**src/rtl/fetch_unit_bj_if.sv**
```systemverilog
// Fetch-unit bus bundle.
// Groups the instruction-memory request/response handshake and the
// instruction delivery handshake towards decode into one interface.
//   imem_req/imem_addr   : request valid and word-aligned fetch address
//   imem_gnt             : request accepted this cycle
//   imem_rvalid/rdata    : in-order read response
//   instr_valid/code/pc  : head of the instruction buffer
//   instr_ready          : consumer takes the head when valid && ready
// Modports: master = fetch unit side, slave = memory/decode side.
interface fetch_unit_bj_if;
    logic        imem_req;
    logic [31:0] imem_addr;
    logic        imem_gnt;
    logic        imem_rvalid;
    logic [31:0] imem_rdata;
    logic        instr_valid;
    logic [31:0] instr_code;
    logic [31:0] instr_pc;
    logic        instr_ready;

    modport master (
        output imem_req, imem_addr,
        input  imem_gnt, imem_rvalid, imem_rdata,
        output instr_valid, instr_code, instr_pc,
        input  instr_ready
    );

    modport slave (
        input  imem_req, imem_addr,
        output imem_gnt, imem_rvalid, imem_rdata,
        input  instr_valid, instr_code, instr_pc,
        output instr_ready
    );
endinterface

```
**src/rtl/fetch_unit_bj.sv**
```systemverilog
// Instruction-fetch stage for the single-cycle RV32 core.
// Owns the fetch PC, issues word requests to instruction memory, buffers the
// returned words (with their PCs) in a small FIFO and hands them to decode
// under valid/ready. A redirect discards buffered and in-flight work and
// restarts fetching at the new target.
// Ports:
//   clk, rst     : clock and synchronous active-high reset
//   redirect     : one-cycle pulse, restart fetching at redirect_pc
//   redirect_pc  : new fetch target (low two bits ignored)
//   bus          : fetch_unit_bj_if master (imem_* and instr_* signals)
module fetch_unit_bj #(
    parameter logic [31:0] RESET_PC   = 32'h0000_0000,
    parameter int          FIFO_DEPTH = 4
) (
    input  logic            clk,
    input  logic            rst,
    input  logic            redirect,
    input  logic [31:0]     redirect_pc,
    fetch_unit_bj_if.master bus
);
    localparam int          PTR_W = $clog2(FIFO_DEPTH);
    localparam int          CNT_W = PTR_W + 1;
    localparam int          SUM_W = CNT_W + 1;
    localparam logic [31:0] NOP   = 32'h0000_0013;

    typedef enum logic [1:0] {ST_BOOT, ST_RUN, ST_DRAIN} state_t;

    state_t             state_reg;
    logic [31:0]        fpc_reg;
    logic [31:0]        rpc_reg;
    logic [CNT_W-1:0]   out_cnt_reg;
    logic [CNT_W-1:0]   out_cnt_next;
    logic [CNT_W-1:0]   fifo_cnt_reg;
    logic [PTR_W-1:0]   wr_ptr_reg;
    logic [PTR_W-1:0]   rd_ptr_reg;
    logic [31:0]        entry_code [FIFO_DEPTH];
    logic [31:0]        entry_pc   [FIFO_DEPTH];

    logic               credit_ok;
    logic               redirect_act;
    logic               grant;
    logic               rsp_ok;
    logic               push;
    logic               pop;
    logic               fifo_has;
    logic [31:0]        target_pc;

    assign target_pc    = redirect_pc & 32'hFFFF_FFFC;

    // Outstanding requests plus buffered words may never exceed the FIFO
    // size, so every response that comes back is guaranteed a slot.
    assign credit_ok    = ({1'b0, out_cnt_reg} + {1'b0, fifo_cnt_reg}) < SUM_W'(FIFO_DEPTH);
    assign redirect_act = redirect && (state_reg != ST_BOOT);

    assign bus.imem_req  = (state_reg == ST_RUN) && !redirect && credit_ok;
    assign bus.imem_addr = fpc_reg;

    assign grant    = bus.imem_req && bus.imem_gnt;
    // A response with nothing outstanding is a protocol violation; drop it
    // so the counter cannot underflow.
    assign rsp_ok   = bus.imem_rvalid && (out_cnt_reg != '0);
    // Responses are only kept in RUN; in DRAIN (or under a redirect) they
    // belong to the abandoned path and only retire their credit.
    assign push     = rsp_ok && (state_reg == ST_RUN) && !redirect;
    assign fifo_has = (fifo_cnt_reg != '0);
    assign pop      = fifo_has && bus.instr_ready && !redirect_act;

    assign out_cnt_next = out_cnt_reg + CNT_W'(grant) - CNT_W'(rsp_ok);

    // Instruction buffer storage, one register pair per entry.
    genvar gi;
    for (gi = 0; gi < FIFO_DEPTH; gi++) begin : g_entry
        logic [31:0] code_q;
        logic [31:0] pc_q;

        always_ff @(posedge clk) begin
            if (push && (wr_ptr_reg == PTR_W'(gi))) begin
                code_q <= bus.imem_rdata;
                pc_q   <= rpc_reg;
            end
        end

        assign entry_code[gi] = code_q;
        assign entry_pc[gi]   = pc_q;
    end

    assign bus.instr_valid = fifo_has;
    assign bus.instr_code  = fifo_has ? entry_code[rd_ptr_reg] : NOP;
    assign bus.instr_pc    = fifo_has ? entry_pc[rd_ptr_reg]   : rpc_reg;

    always_ff @(posedge clk) begin
        if (rst) begin
            state_reg    <= ST_BOOT;
            fpc_reg      <= RESET_PC;
            rpc_reg      <= RESET_PC;
            out_cnt_reg  <= '0;
            fifo_cnt_reg <= '0;
            wr_ptr_reg   <= '0;
            rd_ptr_reg   <= '0;
        end else begin
            out_cnt_reg <= out_cnt_next;
            case (state_reg)
                ST_BOOT: begin
                    // One idle cycle after reset before the first request.
                    state_reg <= ST_RUN;
                end
                default: begin
                    if (redirect) begin
                        fpc_reg      <= target_pc;
                        rpc_reg      <= target_pc;
                        fifo_cnt_reg <= '0;
                        wr_ptr_reg   <= '0;
                        rd_ptr_reg   <= '0;
                        // Old-path responses still in flight must be drained
                        // before new requests go out, otherwise they would be
                        // mistaken for new-path data.
                        state_reg    <= (out_cnt_next == '0) ? ST_RUN : ST_DRAIN;
                    end else begin
                        if (grant) begin
                            fpc_reg <= fpc_reg + 32'd4;
                        end
                        if (push) begin
                            rpc_reg    <= rpc_reg + 32'd4;
                            wr_ptr_reg <= wr_ptr_reg + 1'b1;
                        end
                        if (pop) begin
                            rd_ptr_reg <= rd_ptr_reg + 1'b1;
                        end
                        fifo_cnt_reg <= fifo_cnt_reg + CNT_W'(push) - CNT_W'(pop);
                        if ((state_reg == ST_DRAIN) && (out_cnt_next == '0)) begin
                            state_reg <= ST_RUN;
                        end
                    end
                end
            endcase
        end
    end
endmodule
```
**src/flat_wrapper.sv**
```systemverilog
// flat-port wrapper written by rule: the top's interface ports become plain ports
module fetch_unit_bj_flat 
#(
    parameter logic [31:0] RESET_PC   = 32'h0000_0000,
    parameter int          FIFO_DEPTH = 4
)
  (clk, rst, redirect, redirect_pc, bus_imem_req, bus_imem_addr, bus_imem_gnt, bus_imem_rvalid, bus_imem_rdata, bus_instr_valid, bus_instr_code, bus_instr_pc, bus_instr_ready);
  fetch_unit_bj_if bus_i ();
  input  logic clk;
  input  logic rst;
  input  logic redirect;
  input  logic [31:0] redirect_pc;
  output wire logic [$bits(bus_i.imem_req)-1:0] bus_imem_req;
  output wire logic [$bits(bus_i.imem_addr)-1:0] bus_imem_addr;
  input wire logic [$bits(bus_i.imem_gnt)-1:0] bus_imem_gnt;
  input wire logic [$bits(bus_i.imem_rvalid)-1:0] bus_imem_rvalid;
  input wire logic [$bits(bus_i.imem_rdata)-1:0] bus_imem_rdata;
  output wire logic [$bits(bus_i.instr_valid)-1:0] bus_instr_valid;
  output wire logic [$bits(bus_i.instr_code)-1:0] bus_instr_code;
  output wire logic [$bits(bus_i.instr_pc)-1:0] bus_instr_pc;
  input wire logic [$bits(bus_i.instr_ready)-1:0] bus_instr_ready;
  assign bus_imem_req = bus_i.imem_req;
  assign bus_imem_addr = bus_i.imem_addr;
  assign bus_i.imem_gnt = bus_imem_gnt;
  assign bus_i.imem_rvalid = bus_imem_rvalid;
  assign bus_i.imem_rdata = bus_imem_rdata;
  assign bus_instr_valid = bus_i.instr_valid;
  assign bus_instr_code = bus_i.instr_code;
  assign bus_instr_pc = bus_i.instr_pc;
  assign bus_i.instr_ready = bus_instr_ready;
  fetch_unit_bj #(.RESET_PC(RESET_PC), .FIFO_DEPTH(FIFO_DEPTH)) u_core (.clk(clk), .rst(rst), .redirect(redirect), .redirect_pc(redirect_pc), .bus(bus_i));
endmodule
```
**config.mk**
```make
export PLATFORM = sky130hd
export DESIGN_NAME = fetch_unit_bj_flat
export DESIGN_NICKNAME = d
export VERILOG_FILES = /design/src/rtl/fetch_unit_bj_if.sv /design/src/rtl/fetch_unit_bj.sv /design/src/flat_wrapper.sv
export SDC_FILE = /design/constraint.sdc
export NUM_CORES = 1
export LEC_CHECK = 0
export BUFFER_PORTS_ARGS = -buffer_cell sky130_fd_sc_hd__clkbuf_2
export CORE_UTILIZATION = 50
export CTS_CLUSTER_DIAMETER = 100
export DETAILED_ROUTE_END_ITERATION = 7
export PLACE_DENSITY = 0.77
export SLEW_MARGIN = 20
export SYNTH_ARGS = -nofsm -noshare
export SYNTH_HDL_FRONTEND = slang
export SYNTH_SLANG_ARGS = --single-unit
```
**constraint.sdc**
```tcl
create_clock -name clk -period 3.85 [get_ports clk]
set_input_delay 0 -clock clk [delete_from_list [all_inputs] [get_ports clk]]
set_output_delay 0 -clock clk [all_outputs]
set_load 0.005 [all_outputs]
```
==> metrics.cfg <==
[outcome]
status=completed

[final_layout]
drive_gt1_share_pct=25.0
reg_top3=u_core.g_entry.code_q: 128 flops, u_core.g_entry.pc_q: 120 flops
largest_register_ffs=128
n_fill_cell=2057
diodes=0
top_register=u_core.g_entry.code_q
nets=1343
area_delta_synth_final_pct=21.0

[logic_synthesis]
synth-simple-area-share_pct=12.6
seq_area_frac_synth_pct=63.4
yosysMostFrequentCell=edfxtp_1
synthMuxAreaShare_pct=10.8
ys_types=68
synthTopCellsByArea=edfxtp_1 53%, dfxtp_1 10%, mux4_2 10%, nand2_1 3.6%, a21oi_1 1.7%
synth-edff-count=248
syn_area_um2=14000
yosysWarnings=0
synth_fa_ha_area_share_pct=1.36
synth_area_leader_cell=edfxtp_1
ys_dominant_reg_cell=edfxtp_1
synth_xor_area_share_pct=0.187
yosys_register_bits=320
avgSynthCellArea_um2=13.3
synth.top_cell.area_share_pct=53.1
synth_common_cells=248 x edfxtp_1, 133 x nand2_1, 72 x dfxtp_1
synth_top_family_by_area=simple AND/OR/NAND/NOR gates
synth-compound-area-share_pct=9.02
syn_inst=1051
synthArstFlopShare_pct=0

[routing]
viasPerCell=5.98
dr_total_vias=9903
drt_iter0_markers=977
firstDrtPassIters=5
finalWirelength_um=33500
drc=0
ant_nets=0
wl_per_cell_um=20.2

[place]
hpwlAfterDp_um=19900
gp_congestion=0.859
port-buffer-count=161

[power_and_ir_drop]
ir_worst_vdd_mv=0.319
p_leak_nw=6.05
seqPwrFrac_pct=48.5
pwr-share-clk_pct=36.1
switchingPower_mw=2.45
p_per_area_nw_per_um2=530
internal_power_mw=6.54
power_frac_comb_pct=15.4
switching_share_pct=27.3

[worst_setup_path]
end_kind=flop
worst_path_max_delay_cell=dfxtp_1
worstSetupPathType=reg -> reg
slowest_delay_ns=0.40
crit_family=simple AND/OR/NAND/NOR gates
cp_num_buf_inv=2
cp-start-kind=flop
critPathRequiredTime_ns=4.22
worstReg2RegStart=u_core.fifo_cnt_reg[2]
worstPathCellList=ha_1, nor3_1, nand4_1, inv_1, ha_1, inv_1, fa_1, xnor2_1, nand3b_1, o21ai_0, a21oi_1
path_max_fanout=5
crit_path_start=u_core.fifo_cnt_reg[2]
cp.arrival_ns=3.25

[timing]
rsz0062_at_grt=no
fin_crit_ns=2.88
holdWs_ns=0.0387
finalClockSkew_ns=0.0202
setup_tns_ns=0
finalSetupViolations=0
drv_slew=0
finalHoldViolations=0
max-slew-margin-rel_pct=29.3
max_freq_mhz=347
post-route-period-util_pct=74.9
tightestPinTransition_ns=1.05

[clock_tree]
cts_num_sinks=320
numCtsBuffers=34
post_cts_resized=0
h-tree-depth=2
worstSkewPairLatency_ns=0.51
clk_path_buf_depth=3
root_buffer=clkbuf_16
cts_tree=yes
clkTransAtPathRegs_ns=0.06

[die]
core-area_um2=27300
start_util_pct=51.5
die-area_um2=28700
rows=60
die_h_um=169
die_x_um=169
io_pins=168

[global_route]
antenna_found_initial=0
grt_first_pass_wirelength_um=52100
overflow=0
grt_util_all_layers_pct=23.5
grt_pass1_vias=9611
grt_max_degree=92

[worst_hold_path]
hp-start=redirect_pc[19]
hold_path.class=in -> reg

[flow_run]
drv_cap=0

## per-stage QoR
step           instance area, um^2  setup slack (ns)  utilization (%)  power [mW]  instances
2_1_floorplan                14000              1.11                -        5.15       1054
3_3_place_gp                 15200              1.01             55.9        5.68       1532
5_1_grt                      17000             0.722             62.3        9.35       1656
4_1_cts                      17000             0.972             62.3        9.01       1656
6_report                     17000             0.966             62.3        8.99       1656
3_5_place_dp                 15200             0.980             55.9        5.73       1532
## power groups by stage
stage / registers [mW] / logic [mW] / clock network, mW
after floorplan: 4.30 / 0.850 / 0
after global placement: 4.40 / 1.28 / 0
after detailed placement: 4.42 / 1.31 / 0
after CTS: 4.35 / 1.37 / 3.29
after global routing: 4.40 / 1.52 / 3.44
final: 4.36 / 1.38 / 3.24
## metal layers
metal,vias up,global-route usage (%),wire [um]
met5,-,0,0
met4,0,6.03,624
met3,51,4.73,2930
met2,483,38.4,15900
met1,4901,32.2,14100
li1,4468,-,-
## kinds of logic after synthesis
family          after synthesis
fa+ha+maj                    14
simple gates                355
mux                          74
compound gates              192
buf+inv                      92
other cells                   1
xor+xnor                      3
flops                       320
## cell usage in the layout (no fill, tap or decap), types with 5 or more instances in the layout
master and instances:
o21ai_0 41, nand2_1 133, a21oi_1 47, or2_2 8, dfxtp_1 70, a22o_1 5, dlygate4sd3_1 63, a211oi_1 14
nor2_1 55, a31oi_1 14, clkbuf_16 35, a22oi_1 12, buf_4 13, or3_1 5, o31ai_1 8, buf_12 5
clkinv_2 8, nand3_1 25, and3_1 11, and3_2 5, mux2i_1 12, inv_1 18, ha_1 12, or4_1 6
o41ai_1 6, edfxtp_1 248, clkinv_1 5, nand2b_1 7, mux4_2 62, nor4_1 7, nand4_1 19, clkbuf_2 161
and2_1 32, nor3_1 21, o22ai_1 9
## area by class of cell
class	count	area, um^2	share of cell area (%)
clock buffer	40	905	5.33
clock inverter	21	211	1.25
inverter	19	71.3	0.420
multi-input combinational	642	4790	28.2
sequential	320	8890	52.4
tap	372	465	2.74
timing repair buffer	242	1630	9.63
## worst min-delay path, stage by stage
cell	delay, ns
clkbuf_2	0.09
o21ai_0	0.17
a311oi_1	0.24
## what timing repair did
action	in CTS	in global routing
setup buffers	0	0
hold buffers	63	0
endpoints found under the hold margin	187	0
## path summary, 6_finish.rpt
kind | end | slack, ns | depth (start not counted)
max | u_core.state_reg[1] | 0.97 | 11
min | u_core.bus.imem_addr[19] | 0.04 | 3
max reg2reg | u_core.state_reg[1] | 0.97 | 11
min reg2reg | u_core.bus.imem_addr[30] | 0.52 | 2
(Power assumes the default switching activity.)
